`src/rtl/mem_pkg.sv`:
```
// Shared encodings for the memory-access stage: access sizes and FSM states.
package mem_pkg;

  // DSize encodings; 2'b11 is handled as a word access wherever size is decoded.
  localparam logic [1:0] DSZ_BYTE = 2'b00;
  localparam logic [1:0] DSZ_HALF = 2'b01;
  localparam logic [1:0] DSZ_WORD = 2'b10;

  typedef enum logic {
    IDLE   = 1'b0,
    ACCESS = 1'b1
  } state_t;

endpackage

```
`src/rtl/load_align.sv`:
```
// Load data extraction: selects the addressed byte/half lane of a big-endian
// read word and sign- or zero-extends it to 32 bits.
module load_align
  import mem_pkg::*;
(
  input  logic [0:31] rdata,
  input  logic [0:1]  a,
  input  logic [0:1]  DSize,
  input  logic        loadSign,
  output logic [0:31] result
);

  logic [0:7]  b;
  logic [0:15] h;

  // Lane select, then extend; bit 0 is the MSB so it is the sign bit.
  always_comb begin
    case (a)
      2'b00:   b = rdata[0:7];
      2'b01:   b = rdata[8:15];
      2'b10:   b = rdata[16:23];
      default: b = rdata[24:31];
    endcase
    h = a[0] ? rdata[16:31] : rdata[0:15];
    case (DSize)
      DSZ_BYTE: result = {{24{loadSign & b[0]}}, b};
      DSZ_HALF: result = {{16{loadSign & h[0]}}, h};
      default:  result = rdata;
    endcase
  end

endmodule

```
`src/rtl/mem_stage.sv`:
```
// Memory-access pipeline stage: passes ALU results through, performs
// byte/half/word loads and stores over a req/ack port, and registers the
// write-back record. One access outstanding; upstream stalls while it is.
module mem_stage
  import mem_pkg::*;
(
  input  logic        clk,
  input  logic        reset,
  input  logic        ex_valid,
  input  logic [0:31] aluResult,
  input  logic [0:31] storeData,
  input  logic [0:4]  destReg,
  input  logic        RegWrite,
  input  logic        MemToReg,
  input  logic        MemWrite,
  input  logic        loadSign,
  input  logic [0:1]  DSize,
  output logic        stall,
  output logic        dmem_req,
  output logic        dmem_we,
  output logic [0:31] dmem_addr,
  output logic [0:3]  dmem_be,
  output logic [0:31] dmem_wdata,
  input  logic [0:31] dmem_rdata,
  input  logic        dmem_ack,
  output logic        wb_valid,
  output logic [0:31] wb_data,
  output logic [0:4]  wb_destReg,
  output logic        wb_RegWrite,
  output logic        wb_misalign
);

  state_t      state_q;
  logic        we_q;
  logic [0:31] addr_q;
  logic [0:3]  be_q;
  logic [0:31] wdata_q;
  logic [0:1]  a_q;
  logic [0:1]  dsize_q;
  logic        lsign_q;
  logic [0:4]  dest_q;
  logic        rw_q;

  logic        wb_valid_q;
  logic [0:31] wb_data_q;
  logic [0:4]  wb_dest_q;
  logic        wb_rw_q;
  logic        wb_mis_q;

  logic        is_mem;
  logic        misalign;
  logic [0:1]  a;
  logic [0:3]  st_be;
  logic [0:31] st_wdata;
  logic [0:31] load_res;

  assign is_mem = MemToReg | MemWrite;
  assign a      = aluResult[30:31];

  // Store lane placement and alignment check on the incoming instruction.
  always_comb begin
    st_be    = 4'b1111;
    st_wdata = storeData;
    misalign = 1'b0;
    case (DSize)
      DSZ_BYTE: begin
        st_wdata = {4{storeData[24:31]}};
        st_be    = 4'b1000 >> a;
      end
      DSZ_HALF: begin
        st_wdata = {2{storeData[16:31]}};
        st_be    = a[0] ? 4'b0011 : 4'b1100;
        misalign = a[1];
      end
      default: misalign = |a;
    endcase
  end

  load_align u_load_align (
    .rdata    (dmem_rdata),
    .a        (a_q),
    .DSize    (dsize_q),
    .loadSign (lsign_q),
    .result   (load_res)
  );

  // FSM plus access and write-back registers; wb_* fields pulse for one cycle.
  always_ff @(posedge clk or negedge reset) begin
    if (!reset) begin
      state_q    <= IDLE;
      we_q       <= 1'b0;
      addr_q     <= '0;
      be_q       <= '0;
      wdata_q    <= '0;
      a_q        <= '0;
      dsize_q    <= '0;
      lsign_q    <= 1'b0;
      dest_q     <= '0;
      rw_q       <= 1'b0;
      wb_valid_q <= 1'b0;
      wb_data_q  <= '0;
      wb_dest_q  <= '0;
      wb_rw_q    <= 1'b0;
      wb_mis_q   <= 1'b0;
    end else begin
      wb_valid_q <= 1'b0;
      wb_rw_q    <= 1'b0;
      wb_mis_q   <= 1'b0;
      case (state_q)
        IDLE: begin
          if (ex_valid) begin
            if (!is_mem) begin
              wb_valid_q <= 1'b1;
              wb_data_q  <= aluResult;
              wb_dest_q  <= destReg;
              wb_rw_q    <= RegWrite;
            end else if (misalign) begin
              // Faulting access: report it, never touch memory or the regfile.
              wb_valid_q <= 1'b1;
              wb_mis_q   <= 1'b1;
              wb_data_q  <= aluResult;
              wb_dest_q  <= destReg;
            end else begin
              state_q <= ACCESS;
              addr_q  <= {aluResult[0:29], 2'b00};
              we_q    <= MemWrite;
              be_q    <= MemWrite ? st_be : 4'b1111;
              wdata_q <= MemWrite ? st_wdata : '0;
              a_q     <= a;
              dsize_q <= DSize;
              lsign_q <= loadSign;
              dest_q  <= destReg;
              rw_q    <= RegWrite & ~MemWrite;
            end
          end
        end
        default: begin
          if (dmem_ack) begin
            state_q    <= IDLE;
            wb_valid_q <= 1'b1;
            wb_data_q  <= we_q ? '0 : load_res;
            wb_dest_q  <= dest_q;
            wb_rw_q    <= rw_q;
          end
        end
      endcase
    end
  end

  // Stall and request decode only the registered state, never dmem_ack.
  assign stall       = (state_q == ACCESS);
  assign dmem_req    = (state_q == ACCESS);
  assign dmem_we     = we_q;
  assign dmem_addr   = addr_q;
  assign dmem_be     = be_q;
  assign dmem_wdata  = wdata_q;
  assign wb_valid    = wb_valid_q;
  assign wb_data     = wb_data_q;
  assign wb_destReg  = wb_dest_q;
  assign wb_RegWrite = wb_rw_q;
  assign wb_misalign = wb_mis_q;

endmodule

```
`config.mk`:
```
export PLATFORM = sky130hd
export DESIGN_NAME = mem_stage
export DESIGN_NICKNAME = d
export VERILOG_FILES = /design/src/rtl/mem_pkg.sv /design/src/rtl/load_align.sv /design/src/rtl/mem_stage.sv
export SDC_FILE = /design/constraint.sdc
export NUM_CORES = 1
export LEC_CHECK = 0
export ABC_AREA = 0
export BUFFER_PORTS_ARGS = -buffer_cell sky130_fd_sc_hd__buf_2
export CORE_ASPECT_RATIO = 1.1
export CORE_MARGIN = 2
export CORE_UTILIZATION = 35
export CTS_BUF_LIST = sky130_fd_sc_hd__clkbuf_16
export DETAILED_ROUTE_END_ITERATION = 8
export MAX_ROUTING_LAYER = met4
export PLACE_DENSITY = 0.68
export SYNTH_ARGS = -nofsm -noshare
export SYNTH_HDL_FRONTEND = slang
export SYNTH_SLANG_ARGS = --single-unit
```
`constraint.sdc`:
```
create_clock -name clk -period 1.4 [get_ports clk]
set_input_delay 0.14 -clock clk [delete_from_list [all_inputs] [get_ports clk]]
set_output_delay 0.14 -clock clk [all_outputs]
set_load 0.03 [all_outputs]
```
==> out/metrics.cfg, run 1 <==
[setup_path]
arrival_ps=1890
slowest_delay_ps=470
crit_path_end_kind=flop
path_buf_inv=2
critPathKind=flop to flop
cp_top_family=flip-flops
cp_slowest_cell=dfrtp_2
cp_max_fo=16
cp_cell_sequence=nor2b_4 -> nand4_4 -> buf_4 -> buf_12 -> mux2_2
r2r-start=dmem_req$_DFF_PN0_
cp_data_required_time_ps=1690
cp-startpoint=dmem_req$_DFF_PN0_
critPathLaunchType=flop

[power_and_ir_drop]
p_switching_mw=5.84
p_leak_nw=4.32
pwr-share-seq_pct=32.3
power_mw=14.9
p_comb_share_pct=39.1
powerDensity_nw_per_um2=1650
p_int_mw=9.08
swShare_pct=39.1
power.clock.fraction_pct=28.6
max-vdd-ir-drop_v=0.000835

[timing]
final_max_slew_viol_count=0
fmax_ghz=0.627
grt_setup_unrepaired=yes
finalHoldViolations=2
min_period_over_period_pct=114
whs_ps=-3.72
setup_ws_ps=-194
period_needed_ps=1590
finalSetupViolations=106
fin_skew_ps=7.91

[synthesis]
synth_edf_count=0
ys_seq_elements=119
ys_warn_count=0
syn_inst=581
ys_types=47
syn_avg_cell_area_um2=10.1
ys.flop_type=dfrtp_1
synth-simple-area-share_pct=9.58
synth_compound_area_share_pct=19.7
synth-xor-area-share_pct=0
syn_area_um2=5870
synthMuxAreaShare_pct=14.5
ys_async_sr_fraction_pct=100
ys_seq_area_share_pct=50.8
synthAdderAreaFrac_pct=0
synth_top_family_by_area=compound AO/OA/AOI/OAI gates

[detailed_routing]
via_per_inst=5.17
wirelength_um=20400
drc_errors=0
ant_nets=0
first_pass_iters=5
wire_per_inst_um=18.4
drt_iter0_drc=347
vias=5717

[job]
cap_violations=0

[cts]
root_buffer=clkbuf_16
htreeDepth=4
clkSlewWorstSetupHoldPaths_ps=60
cts_sinks=119
clock_path_buffers=2
insertion_delay_ps=420
numCtsBuffers=17
cts_tree=done

[final_layout]
area_growth_pct=53.7
fillers=1442
fin_util_pct=55.1
n_antenna_cell=0
drive_above_1_share_pct=44.8
nets=1000

[floorplan]
start_util_pct=35.8
core_area_um2=16400
rows=49
ios=222
die-area_um2=17800
die_y_um=140
die_x_um=127

[global_route]
grt_pass1_wl_um=29700
grt_max_degree=48
grt_pass1_vias=5705
antenna_found_initial=0
grt_overflow=0
grt_usage_pct=22.0

[min_path]
hp-start=storeData[0]
hp-class=input port to flop

[outcome]
outcome=finished, violations left
violations=hold timing, setup timing

[place]
portBuffers=219
dp_hpwl_um=13500
gp_congestion=0.879

-- final cells by class --
cell class | instances | area (um2) | area share [%]
flip-flops and latches | 119 | 2980 | 33.1
clock inverters | 15 | 138 | 1.53
clock buffers | 17 | 425 | 4.72
inverters | 20 | 91.3 | 1.01
multi-input cells | 400 | 2730 | 30.2
well taps | 204 | 255 | 2.83
repair buffers | 331 | 2400 | 26.6
-- logic make-up (layout without fill, tap and decap cells) --
| family | after synthesis | in the layout |
|---|---|---|
| buffers and inverters | 63 | 383 |
| AOI/OAI and AO/OA | 187 | 187 |
| and+or+nand+nor | 132 | 132 |
| muxes | 79 | 79 |
| DFF | 119 | 119 |
| other | 1 | 2 |
-- power by group through the flow --
stage | sequential [mW] | clock, mW | combinational [mW]
2_1_floorplan | 6.38 | 0 | 1.94
3_3_place_gp | 4.83 | 0 | 5.29
3_5_place_dp | 4.83 | 0 | 5.37
4_1_cts | 4.80 | 4.36 | 5.59
5_1_grt | 4.93 | 4.52 | 6.21
6_report | 4.82 | 4.27 | 5.84
-- timing repair --
action / CTS / global route
gates resized for setup: 13 / 72
endpoints found under the hold margin: 140 / 1
cloned: 0 / 7
setup buffers: 1 / 10
hold buffers: 46 / 1
pin swaps: 1 / 11
endpoints found under the setup margin: 104 / 110
-- worst paths after layout --
check | to | slack [ps] | cells after the start
max | dmem_addr[4]$_DFFE_PN0P_ | -190 | 5
min | dmem_wdata[0]$_DFFE_PN0P_ | -4 | 3
max reg2reg | dmem_addr[4]$_DFFE_PN0P_ | -190 | 5
min reg2reg | dmem_wdata[14]$_DFFE_PN0P_ | 480 | 2
max in group asynchronous | dmem_wdata[18]$_DFFE_PN0P_ | 640 | 3
min in group asynchronous | dmem_addr[18]$_DFFE_PN0P_ | 180 | 2
-- per-layer routing --
metal,share of wire [%],track usage (%)
met1,41,25.8
met2,50,36.5
met5,0,-
met3,6.8,5.04
met4,2.4,8.62
-- registers in the layout, summed over array words and instances (netlist names) --
signal       count
dmem_wdata      32
wb_data         32
dmem_addr       30
dest_q           5
wb_destReg       5
dmem_be          4
a_q              2
dsize_q          2
dmem_req         1
dmem_we          1
lsign_q          1
rw_q             1
wb_RegWrite      1
wb_misalign      1
wb_valid         1
-- cells in the mapped netlist (2+ instances only) --
library cell	count	share of area, %
o22ai_1	8	0.85
a2bb2oi_1	4	0.60
buf_4	8	1.0
clkbuf_1	12	0.77
nor3_1	9	0.77
dfrtp_1	119	51
o21ai_2	2	0.30
a22o_1	9	1.3
buf_2	18	1.5
inv_1	17	1.1
mux2i_1	40	6.8
nor2_1	39	2.5
o211ai_1	7	0.90
a32oi_1	7	1.0
a21oi_1	82	7.0
o21ai_0	39	3.3
nand2_1	68	4.4
nand2b_1	5	0.53
o21ai_1	14	1.2
buf_6	3	0.58
mux2_2	38	7.3
o221ai_2	7	1.8
clkinv_1	2	0.13
-- cells in the final DEF (no fill, tap or decap), types with 8 or more instances in the layout --
cell,netlist,final
mux2i_1,40,38
o22ai_1,8,8
nor2_1,39,36
inv_1,17,17
dfrtp_1,119,116
buf_4,8,38
nor3_1,9,9
o21ai_0,39,14
buf_12,0,16
clkbuf_16,0,23
o21ai_2,2,10
a21oi_1,82,82
mux2_2,38,38
dlygate4sd3_1,0,47
buf_2,18,216
o21ai_1,14,30
a22o_1,9,9
nand2_1,68,61
-- worst min-delay path: cells and delay by family --
kind | cells | cell delay (ps)
AO/OA/AOI/OAI | 2 | 170
buffers and inverters | 1 | 70
-- through the flow --
| stage | hold WS [ps] | instance area, um2 | cells | setup WS, ps | TNS, ps |
|---|---|---|---|---|---|
| 2_1_floorplan | -156 | 5890 | 582 | -90.6 | -4690 |
| 3_3_place_gp | 77.5 | 7490 | 1009 | -242 | -6110 |
| 3_5_place_dp | 73.8 | 7490 | 1009 | -240 | -6700 |
| 4_1_cts | 0.0741 | 8600 | 1088 | -157 | -3150 |
| 5_1_grt | 1.92 | 9020 | 1106 | -239 | -15450 |
| 6_report | -3.72 | 9020 | 1106 | -194 | -11080 |
Note: power is estimated with default switching activity, not from simulation.
==> inputs of run 2 (changes only) <==
PLACE_DENSITY = 0.65   (was 0.68)
clock period = 1.8 ns   (was 1.4 ns; I/O delays follow)
==> run 2 against run 1 <==
Net effect: the flow now finishes without violations; via count fell by 7.0%; routed wire length fell by 8.4%; design area fell by 12%; non-clock buffer count fell by 74; worst setup slack improved by 360 ps; sequential power fell by 22%; count of clock-buffer cells in the layout did not move; total power fell by 27%; combinational power fell by 31%; clock power fell by 26%; first-iteration DRC count rose by 16%; critical path type unchanged; largest cell class unchanged.
==> out/metrics.cfg, run 2 (synthesis gave the netlist of run 1 again) <==
[outcome]
outcome=finished clean

[job]
cap_violations=0

[power_and_ir_drop]
p_leak_nw=3.81
swShare_pct=39.9
power_mw=10.9
pwr-share-seq_pct=34.3
max-vdd-ir-drop_v=0.000687
p_int_mw=6.57
powerDensity_nw_per_um2=1370
p_switching_mw=4.36
p_comb_share_pct=36.9
power.clock.fraction_pct=28.9

[final_layout]
area_growth_pct=35.6
fillers=1554
nets=926
final_cell_mix=218 x buf_2, 119 x dfrtp_1, 82 x a21oi_1
final_common_cell=buf_2
stdcell_count=1035
drive_above_1_share_pct=39.6

[cts]
cts_sinks=119
numCtsBuffers=17
insertion_delay_ps=420
cts_setup_buffers=0
clkSlewWorstSetupHoldPaths_ps=60
cts_tree=done
htreeDepth=4
clock_path_buffers=2
root_buffer=clkbuf_16

[timing]
finalSetupTns_ps=0
fin_skew_ps=6.84
min_period_over_period_pct=91.0
setup_ws_ps=163
final_max_slew_viol_count=0
finalSetupViolations=0
fmax_ghz=0.611
tightest_slew_ps=569
slew_headroom_pct=62.1
finalHoldViolations=0
period_needed_ps=1640
grt_setup_unrepaired=no
whs_ps=17.6

[place]
dp_hpwl_um=13600
portBuffers=219
gp_congestion=0.882
placed_cells=983
dp_slack_ps=103

[setup_path]
crit_path_end_kind=flop
ff2ff_path_depth=4
cp_slowest_cell=mux4_2
critPathLaunchType=flop
cp_cell_sequence=mux4_2 -> a211o_1 -> nand2_4 -> o221ai_2
reg2reg_to=wb_data[20]$_DFFE_PN0P_
r2r-start=a_q[0]$_DFFE_PN0P_
cp-endpoint=wb_data[20]$_DFFE_PN0P_
cp_data_required_time_ps=2090
critPathKind=flop to flop
slowest_delay_ps=510
arrival_ps=1930
cp-startpoint=a_q[0]$_DFFE_PN0P_
reg2reg_slack_ps=160
cp_max_fo=7

[floorplan]
ios=222
rows=49
core_area_um2=16400
die-area_um2=17800
die_y_um=140
start_util_pct=35.8
die_x_um=127

[global_route]
grt_pass1_vias=5388
grt_pass1_wl_um=29000
grt_usage_pct=21.7
grt_overflow=0
grt_max_degree=52
antenna_found_initial=2

[detailed_routing]
vias=5318
ant_nets=0
via_per_inst=5.14
wirelength_um=18700
wire_per_inst_um=18.0
drc_errors=0
drt_iter0_drc=401
first_pass_iters=4

[min_path]
hp-class=input port to flop

-- run 2: changes by cell type in the layout (fill, tap and decap cells not counted), moves of 6 or more --
cell           before  now
o21ai_1            30   14
o21ai_2            10    1
clkbuf_16          23   17
o21ai_0            14   39
nand2_1            61   68
buf_6               7    0
nand2_2             6    0
dlygate4sd3_1      47   17
buf_12             16    6
buf_4              38   16
-- run 2: worst min path at each step --
stage                  startpoint                        end  slack, ps  cells past startpoint
floorplan                   reset         a_q[0]$_DFFE_PN0P_       -120                      0
global placement            reset  dmem_addr[19]$_DFFE_PN0P_        130                      1
detailed placement          reset  dmem_addr[19]$_DFFE_PN0P_        130                      1
CTS                 aluResult[23]  dmem_addr[23]$_DFFE_PN0P_        0.7                      2
global route        aluResult[21]  dmem_addr[21]$_DFFE_PN0P_         10                      2
finish              aluResult[29]  dmem_addr[29]$_DFFE_PN0P_         20                      2
-- run 2: repair_timing --
action	4_1_cts	5_1_grt
endpoints found under the hold margin	41	0
hold buffers	17	0
setup endpoints to repair	0	23
gates resized for setup	0	3
-- run 2: stage by stage --
| stage | util [%] | cell area [um2] |
|---|---|---|
| floorplan | - | 5870 |
| CTS | 48.5 | 7940 |
| finish | 48.6 | 7960 |
| global placement | 44.2 | 7230 |
| global route | 48.6 | 7960 |
| detailed placement | 44.2 | 7230 |
-- run 2: power groups by stage --
stage	sequential [mW]	clock, mW	combinational (mW)
after floorplan	4.96	0	1.50
after global placement	3.78	0	3.95
after detailed placement	3.78	0	4.01
after CTS	3.75	3.21	4.04
after global routing	3.83	3.32	4.33
final	3.74	3.15	4.03
-- run 2: layer usage --
layer | part of all wire (%) | vias to the layer above | GRT usage, % | routed length [um]
li1 | - | 2543 | - | -
met1 | 42 | 2535 | 26.6 | 7800
met2 | 49 | 213 | 35.2 | 9070
met3 | 8.0 | 27 | 5.27 | 1500
met4 | 1.7 | 0 | 7.06 | 314
met5 | 0 | - | - | 0
-- run 2: critical path, delay by kind of cell, from the launching register on --
family           cells  cell delay (ps)
multiplexers         1              510
AO/OA/AOI/OAI        2              450
flip-flops           1              400
AND/OR/NAND/NOR      1              150
-- run 2: cell type report --
class | instances | area [um2] | share of cell area (%)
Antenna cell | 3 | 7.51 | 0.0943
Clock buffer | 17 | 425 | 5.35
Clock inverter | 15 | 115 | 1.45
Inverter | 20 | 77.6 | 0.975
Multi-Input combinational cell | 400 | 2600 | 32.6
Sequential cell | 119 | 2980 | 37.4
Tap cell | 204 | 255 | 3.21
Timing Repair Buffer | 257 | 1500 | 18.9
